[config.mk]
export PLATFORM = sky130hd
export DESIGN_NAME = link_supervisor
export DESIGN_NICKNAME = d
export VERILOG_FILES = /design/src/rtl/link_supervisor.sv
export SDC_FILE = /design/constraint.sdc
export NUM_CORES = 1
export LEC_CHECK = 0
export ABC_AREA = 1
export BUFFER_PORTS_ARGS = -buffer_cell sky130_fd_sc_hd__clkbuf_2
export CAP_MARGIN = 15
export CORE_MARGIN = 4
export CORE_UTILIZATION = 55
export CTS_CLUSTER_SIZE = 10
export DETAILED_ROUTE_END_ITERATION = 7
export GPL_TIMING_DRIVEN = 0
export PLACE_DENSITY = 0.75
export SLEW_MARGIN = 20
export SYNTH_ARGS = -nofsm -noshare
export SYNTH_HDL_FRONTEND = slang
export SYNTH_SLANG_ARGS = --single-unit
[constraint.sdc]
create_clock -name clk -period 5.7 [get_ports clk]
set_input_delay 0.57 -clock clk [delete_from_list [all_inputs] [get_ports clk]]
set_output_delay 0.57 -clock clk [all_outputs]
set_load 0.02 [all_outputs]
[src/rtl/link_supervisor.sv]
// Link-level supervisor for the coax receive path: sequences CDR/framer reset,
// qualifies lock from per-frame status strobes and keeps saturating link statistics.
module link_supervisor #(
    parameter int RST_CYCLES   = 16,
    parameter int LOCK_FRAMES  = 4,
    parameter int MAX_ERRS     = 8,
    parameter int WDOG_CYCLES  = 4096,
    parameter int HUNT_TIMEOUT = 65536,
    parameter int CNT_W        = 16
) (
    input  logic             clk,
    input  logic             rst_n,
    input  logic             enable,
    input  logic             frame_good,
    input  logic             frame_error,
    input  logic             sync_lost,
    input  logic             stat_clear,
    output logic             rx_rst_n,
    output logic             link_up,
    output logic [1:0]       state,
    output logic             link_down_evt,
    output logic [CNT_W-1:0] good_cnt,
    output logic [CNT_W-1:0] err_cnt,
    output logic [CNT_W-1:0] resync_cnt
);

    localparam int TMR_MAX = (HUNT_TIMEOUT > RST_CYCLES) ? HUNT_TIMEOUT : RST_CYCLES;
    localparam int TMR_W   = $clog2(TMR_MAX + 1);
    localparam int RUN_W   = $clog2(LOCK_FRAMES + 1);
    localparam int ERR_W   = $clog2(MAX_ERRS + 1);
    localparam int WDG_W   = $clog2(WDOG_CYCLES + 1);

    typedef enum logic [1:0] {
        S_OFF    = 2'd0,
        S_HOLD   = 2'd1,
        S_HUNT   = 2'd2,
        S_LOCKED = 2'd3
    } state_t;

    state_t             r_state, w_state_next;
    logic [TMR_W-1:0]   r_timer, w_timer_next;
    logic [RUN_W-1:0]   r_run, w_run_next;
    logic [ERR_W-1:0]   r_err_run, w_err_run_next;
    logic [WDG_W-1:0]   r_wdog, w_wdog_next;
    logic               r_rx_rst_n, r_link_up, r_evt;
    logic               w_resync;
    logic               w_good_clean;
    logic               w_stat_active;
    logic [2:0]         w_inc;
    logic [CNT_W-1:0]   r_cnt [3];

    // A frame only counts as good for state decisions when no error accompanies it.
    assign w_good_clean = frame_good & ~frame_error;

    always_comb begin
        w_state_next   = r_state;
        w_timer_next   = r_timer;
        w_run_next     = r_run;
        w_err_run_next = r_err_run;
        w_wdog_next    = r_wdog;
        w_resync       = 1'b0;

        case (r_state)
            S_OFF: begin
                w_state_next = S_HOLD;
                w_timer_next = '0;
            end
            S_HOLD: begin
                if (r_timer == TMR_W'(RST_CYCLES - 1)) begin
                    w_state_next = S_HUNT;
                    w_timer_next = '0;
                    w_run_next   = '0;
                end else begin
                    w_timer_next = r_timer + TMR_W'(1);
                end
            end
            S_HUNT: begin
                w_timer_next = r_timer + TMR_W'(1);
                if (frame_error || sync_lost) begin
                    w_run_next = '0;
                end else if (frame_good) begin
                    w_run_next = r_run + RUN_W'(1);
                end
                if (frame_good && !frame_error && !sync_lost &&
                    r_run == RUN_W'(LOCK_FRAMES - 1)) begin
                    w_state_next   = S_LOCKED;
                    w_err_run_next = '0;
                    w_wdog_next    = '0;
                end else if (r_timer == TMR_W'(HUNT_TIMEOUT - 1)) begin
                    w_state_next = S_HOLD;
                    w_timer_next = '0;
                    w_resync     = 1'b1;
                end
            end
            S_LOCKED: begin
                if (w_good_clean) begin
                    w_err_run_next = '0;
                    w_wdog_next    = '0;
                end else begin
                    w_wdog_next = r_wdog + WDG_W'(1);
                end
                if (frame_error) begin
                    w_err_run_next = r_err_run + ERR_W'(1);
                end
                if ((frame_error && r_err_run == ERR_W'(MAX_ERRS - 1)) ||
                    (!w_good_clean && r_wdog == WDG_W'(WDOG_CYCLES - 1))) begin
                    w_state_next = S_HOLD;
                    w_timer_next = '0;
                    w_resync     = 1'b1;
                end
            end
            default: w_state_next = S_OFF;
        endcase

        // Dropping enable overrides every other transition, and never counts as a resync.
        if (!enable) begin
            w_state_next = S_OFF;
            w_timer_next = '0;
            w_resync     = 1'b0;
        end
    end

    always_ff @(posedge clk or negedge rst_n) begin
        if (!rst_n) begin
            r_state    <= S_OFF;
            r_timer    <= '0;
            r_run      <= '0;
            r_err_run  <= '0;
            r_wdog     <= '0;
            r_rx_rst_n <= 1'b0;
            r_link_up  <= 1'b0;
            r_evt      <= 1'b0;
        end else begin
            r_state    <= w_state_next;
            r_timer    <= w_timer_next;
            r_run      <= w_run_next;
            r_err_run  <= w_err_run_next;
            r_wdog     <= w_wdog_next;
            r_rx_rst_n <= (w_state_next == S_HUNT) || (w_state_next == S_LOCKED);
            r_link_up  <= (w_state_next == S_LOCKED);
            r_evt      <= (r_state == S_LOCKED) && (w_state_next != S_LOCKED);
        end
    end

    assign w_stat_active = (r_state == S_HUNT) || (r_state == S_LOCKED);
    assign w_inc[0]      = w_stat_active & frame_good;
    assign w_inc[1]      = w_stat_active & frame_error;
    assign w_inc[2]      = w_resync;

    generate
        for (genvar gi = 0; gi < 3; gi++) begin : g_stat
            always_ff @(posedge clk or negedge rst_n) begin
                if (!rst_n) begin
                    r_cnt[gi] <= '0;
                end else if (stat_clear) begin
                    r_cnt[gi] <= '0;
                end else if (w_inc[gi] && (r_cnt[gi] != {CNT_W{1'b1}})) begin
                    r_cnt[gi] <= r_cnt[gi] + CNT_W'(1);
                end
            end
        end
    endgenerate

    assign state         = r_state;
    assign rx_rst_n      = r_rx_rst_n;
    assign link_up       = r_link_up;
    assign link_down_evt = r_evt;
    assign good_cnt      = r_cnt[0];
    assign err_cnt       = r_cnt[1];
    assign resync_cnt    = r_cnt[2];

endmodule

== After elaboration in Yosys (flattened, before gate mapping) ==
Cells that the tools add are included.
W data, S select, Z words.
Cells by class
  reductions and logical operators: 25
  bitwise gates (word level): 4
  equality and inequality tests: 19
  mux-type cells: 34
  $add $sub $neg: 7
Operators by type and width (number)
  $mux W16: 6
  $mux W17: 5
  $pmux W17 S4: 1
  $add A16 B1 Y16 const B: 3
  $ne A16 B16 Y1 const B: 3
  $mux W13: 2
  $pmux W13 S2: 1
  $add A17 B1 Y17 const B: 1
  $eq A17 B16 Y1 const B: 1
  $eq A17 B4 Y1 const B: 1
  $add A13 B1 Y13 const B: 1
  $eq A13 B12 Y1 const B: 1
  $mux W4: 3
  $mux W2: 5
  $reduce_bool A2 Y1: 5
  $logic_and A1 B1 Y1: 9
  $mux W3: 3
  $ne A3 B3 Y1 const B: 3
  $eq A2 B2 Y1 const B: 4
  $pmux W2 S4: 1
  $pmux W4 S2: 1
  $ne A2 B2 Y1 const B: 3
  $pmux W3 S2: 1
  $reduce_and A3 Y1: 2
  13 further kinds: 23
Storage, ports and cells
  output and inout bits: 53
  logic and storage cells: 100
  flip-flop bits (word level): 90

== Depth between registers and ports, before layout ==
  depth after elaboration: 11
  mapped depth: 16

== Worst setup path after synthesis ==
No wires, ideal clock.
  kind: register to register
  from: reg r_timer[0]
  to: reg r_timer[7]
  stages on the path, launching flop included: 17
  setup slack: 3.369 ns
  period minus slack after synthesis: 2.331 ns
  data required time: 5.587 ns
  arrival time: 2.219 ns
  cell sequence: dfrtp_1 -> ha_1 -> nand2_1 -> nor2_2 -> nand3_1 -> nor3_2 -> nand2_1 -> nor3_2 -> ha_1 -> inv_1 -> o21ai_1 -> nand2_2 -> buf_6 -> nand2_1 -> nand3_1 -> nand2_1 -> inv_1
On the way
  cells in the longest elaborated chain, start to end: 5
  elaborated cells between the ends (all ways): 8
  classes of those cells: 1 x add/sub; 2 x eq/ne; 5 x mux
RTL lines
  from (decl): RTL line 41  | logic [TMR_W-1:0] r_timer, w_timer_next;
  from (signal assigned): RTL line 135  | r_timer <= w_timer_next;
  $add A17 B1 Y17 / $eq A17 B16 Y1 (equally long branches): RTL line 74, 78, 89
  $mux W17: RTL line 89  | end else if (r_timer == TMR_W'(HUNT_TIMEOUT - 1)) begin
  $mux W17: RTL line 84  | if (frame_good && !frame_error && !sync_lost &&
  $pmux W17 S4 (*): RTL line 63  | case (r_state)
  $mux W17 (*): RTL line 116  | if (!enable) begin
Mark *: on every way between the ends. The rest lies on a longest branch, timed or not.
A chain may end at the register's enable or synchronous reset.

== Final worst setup path ==
  from: reg r_timer[0]
  to: reg r_timer[8]
The elaborated chain is that of the path after synthesis.

==> impl_metrics.csv <==
group,metric,value,unit
layout,layout_commonest_cell,"nand2_1",
clock_network,clockBufferDepth,2,
layout,mostFrequentLayoutCells,"199 x nand2_1, 120 x inv_1, 96 x nor2_1",
route,ant_nets,0,
placement,place_area,0.00617,mm²
logic_synthesis,synth_area_leaders,"dfrtp_1 39%, nand2_1 13%, inv_1 7.9%",
clock_network,cts_made_buffers,9,
logic_synthesis,synth_area,0.00571,mm²
logic_synthesis,ys_ff_latch,90,
worst_setup_path,r2r_cells,16,
worst_setup_path,r2r_end,"r_timer[8]",
die,die_h,110,µm
die,core,0.00995,mm²
logic_synthesis,synthCells,815,
layout,final_cell_area,0.00638,mm²
grt,grt_pass1_wl,23.7,mm
clock_network,cts_tree,"done",
layout,syn2layout_area_growth,11.8,%
clock_network,cts-root-buf,"clkbuf_8",
sta,hold_viol,0,
sta,slew_headroom,52.5,%
sta,finalSetupViolations,0,
route,vias,5571,
power_and_ir_drop,p_leak,3.27,nW
sta,hold_slack,0.252,ns
die,num_rows,36,
clock_network,cts_resized,0,
clock_network,cts.sinks,90,
clock_network,cts_hold_buf,0,
sta,finalSetupTns,0,ns
clock_network,h-tree-depth,3,
logic_synthesis,synth-edff-count,0,
clock_network,clk_pin_slew_worst_paths,0.09,ns
grt,grt_max_degree,91,
route,drc,0,
logic_synthesis,syn_avg_cell_area,7.00,µm²
layout,diodes,0,
sta,fin_crit_sh,50.4,%
power_and_ir_drop,power_density,186,mW/mm²
grt,grt-ovfl-total,0,
die,fp.dieW,110,µm
worst_setup_path,required,5.98,ns
worst_setup_path,critPathLaunchType,"register",
logic_synthesis,synth_largest_area_cell,"dfrtp_1",
sta,min_period,2.87,ns
placement,dpl.hpwl,10.1,mm
power_and_ir_drop,power.total,1.19,mW
logic_synthesis,yosysSeqAreaShare,39.5,%
power_and_ir_drop,max-vdd-ir-drop,0.213,mV
outcome,outcome,"complete, no violations",
worst_setup_path,reg2reg_slack,2.83,ns
logic_synthesis,async_reset_ff_share,100,%
grt,track_usage,24.6,%
logic_synthesis,ys.warnings.count,0,
logic_synthesis,synth.distinct_cells,36,
route,routed_via_density,5.45,
grt,grt_pass1_vias,5181,
route,drt-pass1-iter-count,5,
worst_setup_path,critPathCaptureType,"register",
logic_synthesis,syn-num-nets,836,
die,dieArea,0.0121,mm²
route,wl_per_cell,13.5,µm
worst_hold_path,min_path_type,"in -> async",
worst_setup_path,crit_arrival,3.15,ns
die,io_pins,60,
sta,fmax,0.348,GHz
route,drt_iter0_drc,464,
layout,num-fill-cells,920,
logic_synthesis,yosys_most_used_dff,"dfrtp_1",
sta,clock_skew,0.0132,ns
worst_setup_path,worstPathMaxFanout,10,
grt,antenna_found_initial,0,
layout,finalNetCount,905,
clock_network,cts_setup_buffers,0,
clock_network,worstSkewPairLatency,0.38,ns
die,start_util,57.3,%
run,cap_violations,0,
layout,drive_above_1_share,11.7,%
logic_synthesis,yosys.area.top_type_share,39.5,%
worst_setup_path,r2r-start,"r_timer[0]",
placement,portBuffers,58,
placement,gp_congestion,0.919,
route,totalWireLength,13.8,mm
sta,grt_setup_unrepaired,"false",
sta,drv_slew,0,
worst_setup_path,critPathKind,"reg -> reg",
sta,worst_slew_pin_slew,0.712,ns
[flip-flops by register name, indices dropped and copies added, names as in the netlist]
| signal | flops |
|---|---|
| err_cnt | 16 |
| good_cnt | 16 |
| link_down_evt | 1 |
| link_up | 1 |
| r_err_run | 4 |
| r_run | 3 |
| r_timer | 17 |
| r_wdog | 13 |
| resync_cnt | 16 |
| rx_rst_n | 1 |
| state | 2 |
[layout make-up]
type / count / area [µm²] / area share [%]
flip-flops and latches: 90 / 2250 / 35.3
inverters: 124 / 465 / 7.30
plain buffers: 20 / 116 / 1.82
clock buffers: 9 / 124 / 1.94
clock inverters: 7 / 82.6 / 1.29
multi-input cells: 581 / 2870 / 45.0
well taps: 133 / 166 / 2.61
repair buffers: 58 / 299 / 4.69
[cell families after synthesis]
logic type	count (synthesis)	share of synthesized area (%)
xor+xnor	20	3.07
simple gates	470	36.9
buf+inv	144	10.2
fa+ha+maj	14	3.07
flops	90	39.5
compound gates	77	7.30
[synthesized netlist by cell type, types with 2 or more instances]
library cell / n
a21oi_1: 23
buf_2: 6
buf_4: 3
buf_6: 3
clkbuf_1: 8
dfrtp_1: 90
ha_1: 14
inv_1: 120
inv_2: 3
nand2_1: 199
nand2_2: 3
nand2_4: 2
nand3_1: 84
nand3b_1: 3
nand4_1: 40
nor2_1: 96
nor2_2: 2
nor3_1: 29
nor3_2: 3
nor3b_1: 3
o21ai_0: 44
o21ai_1: 2
o31ai_1: 3
xor2_1: 20
[worst max-delay path by stage]
| stage | from | end | slack [ns] | cells past startpoint |
|---|---|---|---|---|
| after floorplan | r_timer[0] | r_timer[7] | 3.37 | 16 |
| after global routing | r_timer[0] | r_timer[8] | 2.57 | 16 |
| after global placement | r_timer[0] | r_timer[9] | 2.92 | 16 |
| after CTS | r_timer[0] | r_timer[8] | 2.84 | 16 |
| after detailed placement | r_timer[0] | r_timer[8] | 2.85 | 16 |
| final | r_timer[0] | r_timer[8] | 2.83 | 16 |
[critical path, cell delays in order, from the launching register on]
cell and delay, ns:
dfrtp_1 0.41, ha_1 0.22, nand2_1 0.08, nor2_2 0.19
nand3_1 0.25, nor3_2 0.21, nand2_1 0.12, nor3_2 0.18
ha_1 0.21, inv_1 0.09, o21ai_1 0.24, nand2_2 0.15
buf_6 0.17, nand2_1 0.06, nand3_1 0.09, nand2_1 0.07
inv_1 0.03
[per-layer routing]
metal / part of all wire [%] / wire (µm) / vias up / global-route usage, %
met5: 0 / 0 / - / 0
li1: - / - / 2772 / -
met3: 5.6 / 779 / 12 / 5.46
met2: 47 / 6500 / 153 / 41.4
met4: 0.90 / 125 / 0 / 6.68
met1: 46 / 6430 / 2634 / 32.0
[per-stage QoR]
stage	setup WS, ns	util, %	instances
after global routing	2.57	64.1	1022
after floorplan	3.37	-	815
after CTS	2.84	64.1	1022
after detailed placement	2.85	62.0	1006
after global placement	2.92	61.9	1006
final	2.83	64.1	1022
[report_power, final]
part | switching, mW | internal, mW
clock network | 0.250 | 0.211
logic | 0.0539 | 0.0188
registers | 0.00778 | 0.647
total | 0.312 | 0.877
No activity file was read; power rests on OpenSTA's default activity.
